**src/rtl/eeprom_rw_ctrl_if.sv**
```systemverilog
// Link between the EEPROM transaction sequencer and the byte-level I2C master.
interface eeprom_rw_ctrl_if;
  // m_req is a one-cycle command strobe qualifying m_cmd/m_din; there is no back-pressure.
  // m_done is a one-cycle completion strobe per byte, qualifying m_dout.
  logic       m_req;
  logic [3:0] m_cmd;
  logic [7:0] m_din;
  logic [7:0] m_dout;
  logic       m_done;

  modport master (output m_req, m_cmd, m_din, input m_dout, m_done);
  modport slave  (input m_req, m_cmd, m_din, output m_dout, m_done);
endinterface

```
**src/rtl/eeprom_rw_ctrl.sv**
```systemverilog
// Sequences single-byte EEPROM writes/reads into I2C master byte commands.
// Optional post-write settle wait is enabled by defining EEPROM_WR_WAIT_EN.
module eeprom_rw_ctrl #(
  parameter logic [6:0]  DEV_ADDR = 7'b1010_000,
  parameter int unsigned WR_WAIT  = 250_000
) (
  input  logic       clk,
  input  logic       rst,
  input  logic       wr_req,
  input  logic       rd_req,
  input  logic [7:0] addr,
  input  logic [7:0] wdata,
  output logic       ready,
  output logic [7:0] rdata,
  output logic       rdata_vld,
  output logic       wr_done,
  eeprom_rw_ctrl_if.master i2c,
  output logic [9:0] state_dbg
);

  typedef enum logic [9:0] {
    IDLE   = 10'b00_0000_0001,
    W_DEV  = 10'b00_0000_0010,
    W_ADDR = 10'b00_0000_0100,
    W_DATA = 10'b00_0000_1000,
    R_DEV  = 10'b00_0001_0000,
    R_ADDR = 10'b00_0010_0000,
    R_RDEV = 10'b00_0100_0000,
    R_DATA = 10'b00_1000_0000,
    W_WAIT = 10'b01_0000_0000,
    FIN    = 10'b10_0000_0000
  } state_t;

  state_t     state, state_next, state_prev;
  logic [7:0] addr_q, wdata_q;
  logic       is_wr;
  logic       byte_state;
  logic       issue;
  logic [3:0] cmd_sel;
  logic [7:0] din_sel;

`ifdef EEPROM_WR_WAIT_EN
  localparam int CW = $clog2(WR_WAIT + 1);
  logic [CW-1:0] wait_cnt;
  logic          wait_last;

  always_ff @(posedge clk or posedge rst) begin
    if (rst) begin
      wait_cnt <= '0;
    end else if (state != W_WAIT) begin
      wait_cnt <= '0;
    end else begin
      wait_cnt <= wait_cnt + CW'(1);
    end
  end

  assign wait_last = (wait_cnt == CW'(WR_WAIT - 1));
`else
  logic unused_wr_wait;
  assign unused_wr_wait = (WR_WAIT != 0);
`endif

  // Command/data for the byte belonging to the current state.
  always_comb begin
    byte_state = 1'b1;
    cmd_sel    = 4'b0000;
    din_sel    = 8'h00;
    case (state)
      W_DEV, R_DEV: begin
        cmd_sel = 4'b0011;
        din_sel = {DEV_ADDR, 1'b0};
      end
      W_ADDR, R_ADDR: begin
        cmd_sel = 4'b0010;
        din_sel = addr_q;
      end
      W_DATA: begin
        cmd_sel = 4'b1010;
        din_sel = wdata_q;
      end
      R_RDEV: begin
        cmd_sel = 4'b0011;
        din_sel = {DEV_ADDR, 1'b1};
      end
      R_DATA: begin
        cmd_sel = 4'b1100;
        din_sel = 8'h00;
      end
      default: byte_state = 1'b0;
    endcase
  end

  always_comb begin
    state_next = state;
    case (state)
      IDLE: begin
        if (wr_req)      state_next = W_DEV;
        else if (rd_req) state_next = R_DEV;
      end
      W_DEV:  if (i2c.m_done) state_next = W_ADDR;
      W_ADDR: if (i2c.m_done) state_next = W_DATA;
`ifdef EEPROM_WR_WAIT_EN
      W_DATA: if (i2c.m_done) state_next = W_WAIT;
      W_WAIT: if (wait_last)  state_next = FIN;
`else
      W_DATA: if (i2c.m_done) state_next = FIN;
`endif
      R_DEV:  if (i2c.m_done) state_next = R_ADDR;
      R_ADDR: if (i2c.m_done) state_next = R_RDEV;
      R_RDEV: if (i2c.m_done) state_next = R_DATA;
      R_DATA: if (i2c.m_done) state_next = FIN;
      FIN:    state_next = IDLE;
      default: state_next = IDLE;
    endcase
  end

  always_ff @(posedge clk or posedge rst) begin
    if (rst) begin
      state      <= IDLE;
      state_prev <= IDLE;
    end else begin
      state      <= state_next;
      state_prev <= state;
    end
  end

  // A byte is issued once, in the cycle after its state is entered.
  assign issue = byte_state && (state != state_prev);

  always_ff @(posedge clk or posedge rst) begin
    if (rst) begin
      addr_q     <= 8'h00;
      wdata_q    <= 8'h00;
      is_wr      <= 1'b0;
      rdata      <= 8'h00;
      rdata_vld  <= 1'b0;
      wr_done    <= 1'b0;
      i2c.m_req  <= 1'b0;
      i2c.m_cmd  <= 4'h0;
      i2c.m_din  <= 8'h00;
    end else begin
      if (state == IDLE && (wr_req || rd_req)) begin
        addr_q  <= addr;
        wdata_q <= wdata;
        is_wr   <= wr_req;
      end
      i2c.m_req <= issue;
      if (issue) begin
        i2c.m_cmd <= cmd_sel;
        i2c.m_din <= din_sel;
      end
      rdata_vld <= (state == R_DATA) && i2c.m_done;
      if (state == R_DATA && i2c.m_done) begin
        rdata <= i2c.m_dout;
      end
      wr_done <= is_wr && (state_next == FIN);
    end
  end

  assign ready     = (state == IDLE);
  assign state_dbg = state;

endmodule

```
**src/flat_wrapper.sv**
```systemverilog
// flat-port wrapper written by rule: the top's interface ports become plain ports
module eeprom_rw_ctrl_flat 
#(
  parameter logic [6:0]  DEV_ADDR = 7'b1010_000,
  parameter int unsigned WR_WAIT  = 250_000
)
  (clk, rst, wr_req, rd_req, addr, wdata, ready, rdata, rdata_vld, wr_done, state_dbg, i2c_m_req, i2c_m_cmd, i2c_m_din, i2c_m_dout, i2c_m_done);
  eeprom_rw_ctrl_if i2c_i ();
  input  logic clk;
  input  logic rst;
  input  logic wr_req;
  input  logic rd_req;
  input  logic [7:0] addr;
  input  logic [7:0] wdata;
  output logic ready;
  output logic [7:0] rdata;
  output logic rdata_vld;
  output logic wr_done;
  output logic [9:0] state_dbg;
  output wire logic [$bits(i2c_i.m_req)-1:0] i2c_m_req;
  output wire logic [$bits(i2c_i.m_cmd)-1:0] i2c_m_cmd;
  output wire logic [$bits(i2c_i.m_din)-1:0] i2c_m_din;
  input wire logic [$bits(i2c_i.m_dout)-1:0] i2c_m_dout;
  input wire logic [$bits(i2c_i.m_done)-1:0] i2c_m_done;
  assign i2c_m_req = i2c_i.m_req;
  assign i2c_m_cmd = i2c_i.m_cmd;
  assign i2c_m_din = i2c_i.m_din;
  assign i2c_i.m_dout = i2c_m_dout;
  assign i2c_i.m_done = i2c_m_done;
  eeprom_rw_ctrl #(.DEV_ADDR(DEV_ADDR), .WR_WAIT(WR_WAIT)) u_core (.clk(clk), .rst(rst), .wr_req(wr_req), .rd_req(rd_req), .addr(addr), .wdata(wdata), .ready(ready), .rdata(rdata), .rdata_vld(rdata_vld), .wr_done(wr_done), .i2c(i2c_i), .state_dbg(state_dbg));
endmodule
```
**config.mk**
```make
export PLATFORM = sky130hd
export DESIGN_NAME = eeprom_rw_ctrl_flat
export DESIGN_NICKNAME = d
export VERILOG_FILES = /design/src/rtl/eeprom_rw_ctrl_if.sv /design/src/rtl/eeprom_rw_ctrl.sv /design/src/flat_wrapper.sv
export SDC_FILE = /design/constraint.sdc
export NUM_CORES = 1
export LEC_CHECK = 0
export BUFFER_PORTS_ARGS = -buffer_cell sky130_fd_sc_hd__buf_4
export CAP_MARGIN = 20
export CORE_MARGIN = 2
export CORE_UTILIZATION = 57
export DETAILED_ROUTE_END_ITERATION = 6
export GPL_TIMING_DRIVEN = 1
export PLACE_DENSITY = 0.9
export SLEW_MARGIN = 0
export SYNTH_ARGS = -nofsm -noshare
export SYNTH_HDL_FRONTEND = slang
export SYNTH_SLANG_ARGS = --single-unit
```
**constraint.sdc**
```tcl
create_clock -name clk -period 4.1 [get_ports clk]
set_clock_uncertainty 0.2 [all_clocks]
set_input_delay 1.23 -clock clk [delete_from_list [all_inputs] [get_ports clk]]
set_output_delay 1.23 -clock clk [all_outputs]
set_load 0.02 [all_outputs]
```
# --- Word level (Yosys, flattened, before mapping) ---
# Index checks and enable logic that the tools add are counted.
# Widths: inputs -> output; s select.
classes:
  n_eq_ne: 10
  n_mux: 12
  n_reduce_logical: 10
ops:
  columns: ["cell", "n"]
  rows:
  - ["$mux 10", 8]
  - ["$pmux 10 s7", 1]
  - ["$pmux 8 s4", 1]
  - ["$pmux 4 s4", 1]
  - ["$eq 10x1->1 const B", 1]
  - ["$eq 10x10->1 const B", 1]
  - ["$eq 10x2->1 const B", 1]
  - ["$eq 10x3->1 const B", 1]
  - ["$eq 10x4->1 const B", 1]
  - ["$eq 10x5->1 const B", 1]
  - ["$eq 10x6->1 const B", 1]
  - ["$eq 10x7->1 const B", 1]
  - ["$eq 10x8->1 const B", 1]
  - ["$ne 10x10->1", 1]
  - ["$reduce_or 7->1", 1]
  - ["$reduce_or 2->1", 3]
  - ["$logic_and 1x1->1", 4]
  - ["$reduce_or 3->1", 1]
  - ["$logic_or 1x1->1", 1]
  - ["$mux 1", 1]
totals:
  regBits: 60

# --- Logic depth before layout (Yosys ltp) ---
# Gate-level depths: netlist of run 1.
logic_depth:
  ltp_word: 5
  depth_mapped: 8
  depth_no_buf: 5

# --- Worst setup path before layout of run 1 ---
# OpenSTA, ideal clock, no wires.
synth_path:
  path_type: "register -> output"
  startpoint: "reg u_core.state[6], in the netlist u_core.state_dbg[6]"
  endpoint: "out ready"
  n_path_buf: 1
  required_ns: 2.670
  path_stages_with_launch: 5
  setup_slack_ns: 1.415
  t_arrival_ns: 1.255
  path_cell_list: "dfrtp_1 buf_6 nor2_4 nor4b_2 and3_4"
synth_via:
  elab_chain_cells: 1
synth_lines:
  columns: ["item", "line_no", "text"]
  rows:
  - ["start: declaration", "eeprom_rw_ctrl.sv:34", "state_t state, state_next, state_prev;"]
  - ["start signal: assignment", "eeprom_rw_ctrl.sv:122", "state <= state_next;"]
  - ["$eq 10x1->1", "eeprom_rw_ctrl.sv:160", "assign ready = (state == IDLE);"]
  - ["end: declaration", "flat_wrapper.sv:15", "output logic ready;"]
# Every way passes these cells.

# --- Worst setup path after layout of run 1 ---
layout_path:
  startpoint: "reg u_core.state[7], in the netlist u_core.state_dbg[7]"
  endpoint: "out ready"
# Same word-level chain as after synthesis.

==> results of run 1 <==
==> cell usage in the layout (no fill, tap or decap), types with 2 or more instances in the layout <==
master    count
inv_1        10
xor2_1       11
nor2b_1       3
nor4_4        3
nor3_1        5
a21oi_1       5
nand3_1       3
a22o_1       14
buf_4        63
xnor2_1       3
nor2_4        2
o21ai_0       3
nand4_1       3
clkbuf_8     13
o32ai_1       2
nand2_1       5
nand2_2       3
mux2_4        9
dfstp_2       2
mux2_1        9
nor4_1        3
nor2_1       12
a31oi_1       2
mux2_2        7
dfrtp_1      58
a221o_1       3
==> per-stage QoR <==
stage / util / setup slack [ns] / instances / area (sq um) / total power [mW]
after floorplan: - / 1.189 / 212 / 2758 / 0.8808
after global placement: 0.6784 / 1.294 / 316 / 3183 / 0.9442
after detailed placement: 0.6784 / 1.245 / 316 / 3183 / 0.9530
after CTS: 0.7184 / 0.8773 / 331 / 3371 / 1.446
after global routing: 0.7184 / 0.7915 / 331 / 3371 / 1.498
final: 0.7184 / 0.8904 / 331 / 3371 / 1.440
==> worst max-delay path, stage by stage, from the launching register on <==
cell and delay (ns):
dfrtp_1 0.54, nor2_4 0.23, nor4b_2 0.26, and3_4 0.27, buf_4 0.15
==> cell families after synthesis <==
kind of cell	after synthesis	share of synthesized area
xor+xnor	14	0.04447
compound gates	40	0.1171
mux	25	0.1143
other cells	1	0.001360
buf+inv	24	0.05671
simple gates	48	0.1207
flops	60	0.5454
==> layout make-up <==
type,count,area (sq um)
clock buffers,14,182.7
clock inverters,1,5.005
fillers,332,1321
inverters,11,41.29
multi-input cells,128,1097
flip-flops and latches,60,1504
well taps,54,67.56
repair buffers,63,473.0
==> per-layer routing <==
| layer | track usage | up-vias | share of wire |
|---|---|---|---|
| li1 | - | 874 | - |
| met1 | 0.3052 | 963 | 0.43 |
| met2 | 0.3462 | 66 | 0.49 |
| met3 | 0.06310 | 15 | 0.056 |
| met4 | 0.09293 | 0 | 0.023 |
| met5 | 0 | - | 0 |
==> registers in the layout (all words and copies together) (netlist names) <==
register / flops
u_core.state_dbg: 10
u_core.state_prev: 10
u_core.addr_q: 8
u_core.i2c.m_din: 8
u_core.rdata: 8
u_core.wdata_q: 8
u_core.i2c.m_cmd: 4
u_core.i2c.m_req: 1
u_core.is_wr: 1
u_core.rdata_vld: 1
u_core.wr_done: 1
==> power by group through the flow <==
stage	combinational [mW]	sequential (mW)	clock, mW
after floorplan	0.154	0.727	0
after CTS	0.230	0.715	0.502
after global placement	0.223	0.721	0
after global routing	0.243	0.721	0.534
after detailed placement	0.229	0.724	0
final	0.227	0.715	0.498
==> final timing paths <==
| kind | slack [ns] | cells past startpoint | end | from |
|---|---|---|---|---|
| max | 0.89 | 4 | ready | u_core.state_dbg[7]$_DFF_PP0_ |
| min | 0.24 | 0 | u_core.state_prev[0]$_DFF_PP1_ | u_core.state_dbg[0]$_DFF_PP1_ |
| max reg2reg | 1.46 | 5 | u_core.i2c.m_cmd[0]$_DFFE_PP0P_ | u_core.state_dbg[1]$_DFF_PP0_ |
| min reg2reg | 0.24 | 0 | u_core.state_prev[0]$_DFF_PP1_ | u_core.state_dbg[0]$_DFF_PP1_ |
| max in group asynchronous | 2.29 | 3 | u_core.is_wr$_DFFE_PP0P_ | rst |
| min in group asynchronous | 0.90 | 3 | u_core.rdata[1]$_DFFE_PP0P_ | rst |
==> results.yml, run 1 <==
logic_synthesis:
  synth_area_sq_um: 2758
  synth_top_area_frac: 0.5263
  synthArstFlopShare: 1.000
  yosysWarnings: 0
  yosysTopAreaCell: "dfrtp_1"
  synth_edf_count: 0
  ys_ff_latch: 60
  synthTopCellsByArea: "dfrtp_1, mux2_4, a22o_1"
  synthFlopType: "dfrtp_1"
  yosys-top-cells-count: "dfrtp_1, a22o_1, nor2_1"
  ys_seq_area_frac: 0.5454
  post_synth_num_cell_types: 48
  syn_nets: 241
  postSynthAreaPerCell_sq_um: 13.01
  syn-instance-count: 212
  synth_most_common_cell: "dfrtp_1"
power:
  leakagePower_nw: 1.676
  combinationalPowerShare: 0.158
  p_sw_frac: 0.2550
  p_switching_mw: 0.3673
  cellPowerDensity_nw_per_um2: 427.3
  irDropWorstVdd_mv: 0.3154
  sequentialPowerShare: 0.496
  p_clk_frac: 0.346
  intPower_mw: 1.073
global_routing:
  grt_max_degree: 61
  antenna_found_initial: 0
  grt_use_total: 0.2262
  grt_pass1_vias: 1861
  grt_pass1_wl_um: 9004
  grt_overflow: 0
routing:
  drcViolationCount: 0
  drt_first_pass_iters: 4
  wirelength_um: 5728
  vias_per_cell: 5.795
  postRouteAntennaNets: 0
  via_count: 1918
  wire_per_inst_um: 17.31
  first_iter_violations: 200
clocking:
  insertion_delay_ns: 0.33
  cts_setup_buffers: 0
  h-tree-depth: 3
  ctsResizeCount: 0
  clockBufferDepth: 2
  cts_tree: "done"
  root_buffer: "clkbuf_8"
  clkSlewWorstSetupHoldPaths_ns: 0.06
  cts_buffers: 9
  numClockSinks: 60
  ctsHoldBuffers: 0
setup_path:
  crit_required_ns: 2.67
  endpoint_kind: "primary output"
  cp_max_fo: 10
  cp.arrival_ns: 1.78
  cp-start-kind: "flop"
  path_class: "reg2out"
sta:
  worst-slew-pin-transition_ns: 0.8588
  setup_viol: 0
  grt_setup_unrepaired: "no"
  slew_violations: 0
  max_freq_mhz: 311.6
  fin_crit_sh: 0.7828
  hold_violations: 0
  slew_headroom: 0.4240
  fin_setup_tns_ns: 0
  holdWs_ns: 0.2422
  min_period_ns: 3.210
run_status:
  outcome: "complete, no violations"
finish:
  areaGrowthSynthToFinish_pct: 22.23
  layout.nets: 302
  antennaDiodeCount: 0
  drive_gt1_frac: 0.3935
floorplan:
  rows: 25
  fp.coreArea_sq_um: 4692
  ios: 63
  die_width_um: 73.56
  die_area_sq_um: 5410
  fp.dieH_um: 73.56
  start_util: 0.5877
place:
  gp_congestion: 0.8446
  dp_hpwl_um: 3908
  port-buffer-count: 62
job:
  drv_cap: 0
min_path:
  hold_class: "reg2reg"
No activity file was read; power rests on OpenSTA's default activity.
==> run 2: changes to the inputs <==
- CORE_UTILIZATION: 57 -> 48
- PLACE_DENSITY: 0.9 -> 0.81
- clock period: 4.1 -> 2.8 ns (I/O delays scaled with it)
==> run 2 against run 1 <==
  * Setup slack worse by 0.82 ns
  * Register-to-register slack worse by 1.2 ns
  * Sequential share of layout area down 1.3 points
  * Global-route usage down 3.1 points
  * Via count down 0.47%
  * Clock power up 72%
  * Combinational power up 51%
  * Routed wire length down 2.6%
  * Total power up 55%
  * Sequential power up 45%
  * Count of clock-buffer cells in the layout down 3
  * Critical endpoint unchanged
  * Highest routed layer unchanged
==> results.yml, run 2 (synthesis results as in run 1) <==
job:
  drv_cap: 0
clocking:
  cts_setup_buffers: 0
  insertion_delay_ns: 0.35
  clkSlewWorstSetupHoldPaths_ns: 0.07
  cts_tree: "done"
  ctsHoldBuffers: 0
  numClockSinks: 60
  cts_buffers: 9
  h-tree-depth: 3
  clockBufferDepth: 2
  root_buffer: "clkbuf_8"
setup_path:
  reg2regPathDepth: 5
  crit_required_ns: 1.76
  path_delay_family: "simple AND/OR/NAND/NOR gates"
  r2r_slack_ns: 0.31
  crit_chain: "nor4_4 > and3_4 > buf_4"
  slowest_delay_ns: 0.53
  r2r_start: "u_core.state_dbg[5]$_DFF_PP0_"
  endpoint_kind: "primary output"
  slowest_stage: "dfrtp_1"
  cp.depth: 3
  cp-start-kind: "flop"
  critPathBufInv: 1
  rr_endpoint: "u_core.i2c.m_cmd[0]$_DFFE_PP0P_"
  path_class: "reg2out"
  cp.arrival_ns: 1.69
  cp_max_fo: 11
routing:
  drt_first_pass_iters: 4
  wirelength_um: 5578
  postRouteAntennaNets: 0
  drcViolationCount: 0
  via_count: 1909
  first_iter_violations: 164
  vias_per_cell: 5.393
  wire_per_inst_um: 15.76
place:
  port-buffer-count: 62
  gp_congestion: 0.9175
  place_ws_ns: 0.3039
  dp_hpwl_um: 3999
  dpl.cell_count: 338
floorplan:
  die_width_um: 79.80
  rows: 27
  fp.coreArea_sq_um: 5540
  fp.dieH_um: 79.80
  die_area_sq_um: 6367
  ios: 63
  start_util: 0.4977
finish:
  final_cells: 354
  mostFrequentLayoutCell: "buf_4"
  final_core_util: 0.6274
  antennaDiodeCount: 0
  areaGrowthSynthToFinish_pct: 26.04
  multi_input_area_sq_um: 1106
  layout.area.seq_sq_um: 1506
  drive_gt1_frac: 0.4113
  layout_common_cells: "buf_4, dfrtp_1, a22o_1, nor2_1, xor2_1"
  layout.nets: 306
  fill_cells: 449
global_routing:
  grt_max_degree: 61
  grt_pass1_vias: 1894
  grt_use_total: 0.1951
  grt_pass1_wl_um: 9204
  grt_overflow: 0
  antenna_found_initial: 0
sta:
  max_freq_mhz: 366.2
  slew_headroom: 0.4704
  worst-slew-pin-transition_ns: 0.7897
  hold_violations: 0
  min_period_ns: 2.731
  setup_ws_ns: 0.06931
  setup_viol: 0
  slew_violations: 0
  fin_crit_sh: 0.9752
power:
  cellPowerDensity_nw_per_um2: 644.3
  power_mw: 2.239
  leakagePower_nw: 1.724
  p_switching_mw: 0.5550
  sequentialPowerShare: 0.465
  p_sw_frac: 0.2479
  irDropWorstVdd_mv: 0.3978
  intPower_mw: 1.684
  p_clk_frac: 0.382
  combinationalPowerShare: 0.153
min_path:
  hold_class: "reg2reg"
  hold-path-endpoint: "u_core.state_prev[0]$_DFF_PP1_"
  hp-start: "u_core.state_dbg[0]$_DFF_PP1_"
  min_path_cells: 0
run_status:
  outcome: "complete, no violations"
## run 2: worst register-to-register path: stages, from the launching register on
cell     delay [ns]
dfrtp_1        0.61
nor2b_1        0.13
o21ai_0        0.24
a21oi_1        0.14
o31ai_2        0.66
mux2_1         0.38
## run 2: repair_timing
action                     CTS  global route
gates cloned                 0             0
setup endpoints to repair    1             1
hold endpoints to repair     0             0
pin swaps                    0             1
gates resized for setup      1             2
## run 2: cell type report
type / instances / area share
tap: 72 / 0.02592
inverter: 11 / 0.01188
multi-input combinational: 128 / 0.3182
clock inverter: 5 / 0.02160
timing repair buffer: 67 / 0.1483
clock buffer: 11 / 0.04068
sequential: 60 / 0.4334
## run 2: layer usage
metal	track usage	wire length, um
met1	0.2535	2422
met2	0.3059	2718
met3	0.05090	285
met4	0.09153	152
met5	0	0
## run 2: how the worst max path moves through the flow
stage | endpoint | startpoint | slack (ns)
floorplan | u_core.addr_q[0]$_DFFE_PP0P_ | rst | 0.28
global placement | u_core.i2c.m_cmd[0]$_DFFE_PP0P_ | u_core.state_dbg[4]$_DFF_PP0_ | 0.38
detailed placement | u_core.i2c.m_cmd[0]$_DFFE_PP0P_ | u_core.state_dbg[4]$_DFF_PP0_ | 0.30
CTS | ready | u_core.state_dbg[6]$_DFF_PP0_ | 0.02
global route | ready | u_core.state_dbg[5]$_DFF_PP0_ | -0.00007
finish | ready | u_core.state_dbg[5]$_DFF_PP0_ | 0.07
## run 2: power groups by stage
stage	clock network, mW	registers (mW)	logic (mW)
after floorplan	0	1.06	0.226
after global placement	0	1.05	0.340
after detailed placement	0	1.06	0.347
after CTS	0.870	1.04	0.348
after global routing	0.910	1.06	0.373
final	0.855	1.04	0.343
## run 2: per-stage QoR
step	hold slack, ns	area (sq um)	TNS, ns
global route	0.2391	3476	-0.00007272
global placement	0.2226	3248	0
CTS	0.2309	3466	0
detailed placement	0.2296	3248	0
floorplan	0.2513	2758	0
finish	0.2335	3476	0
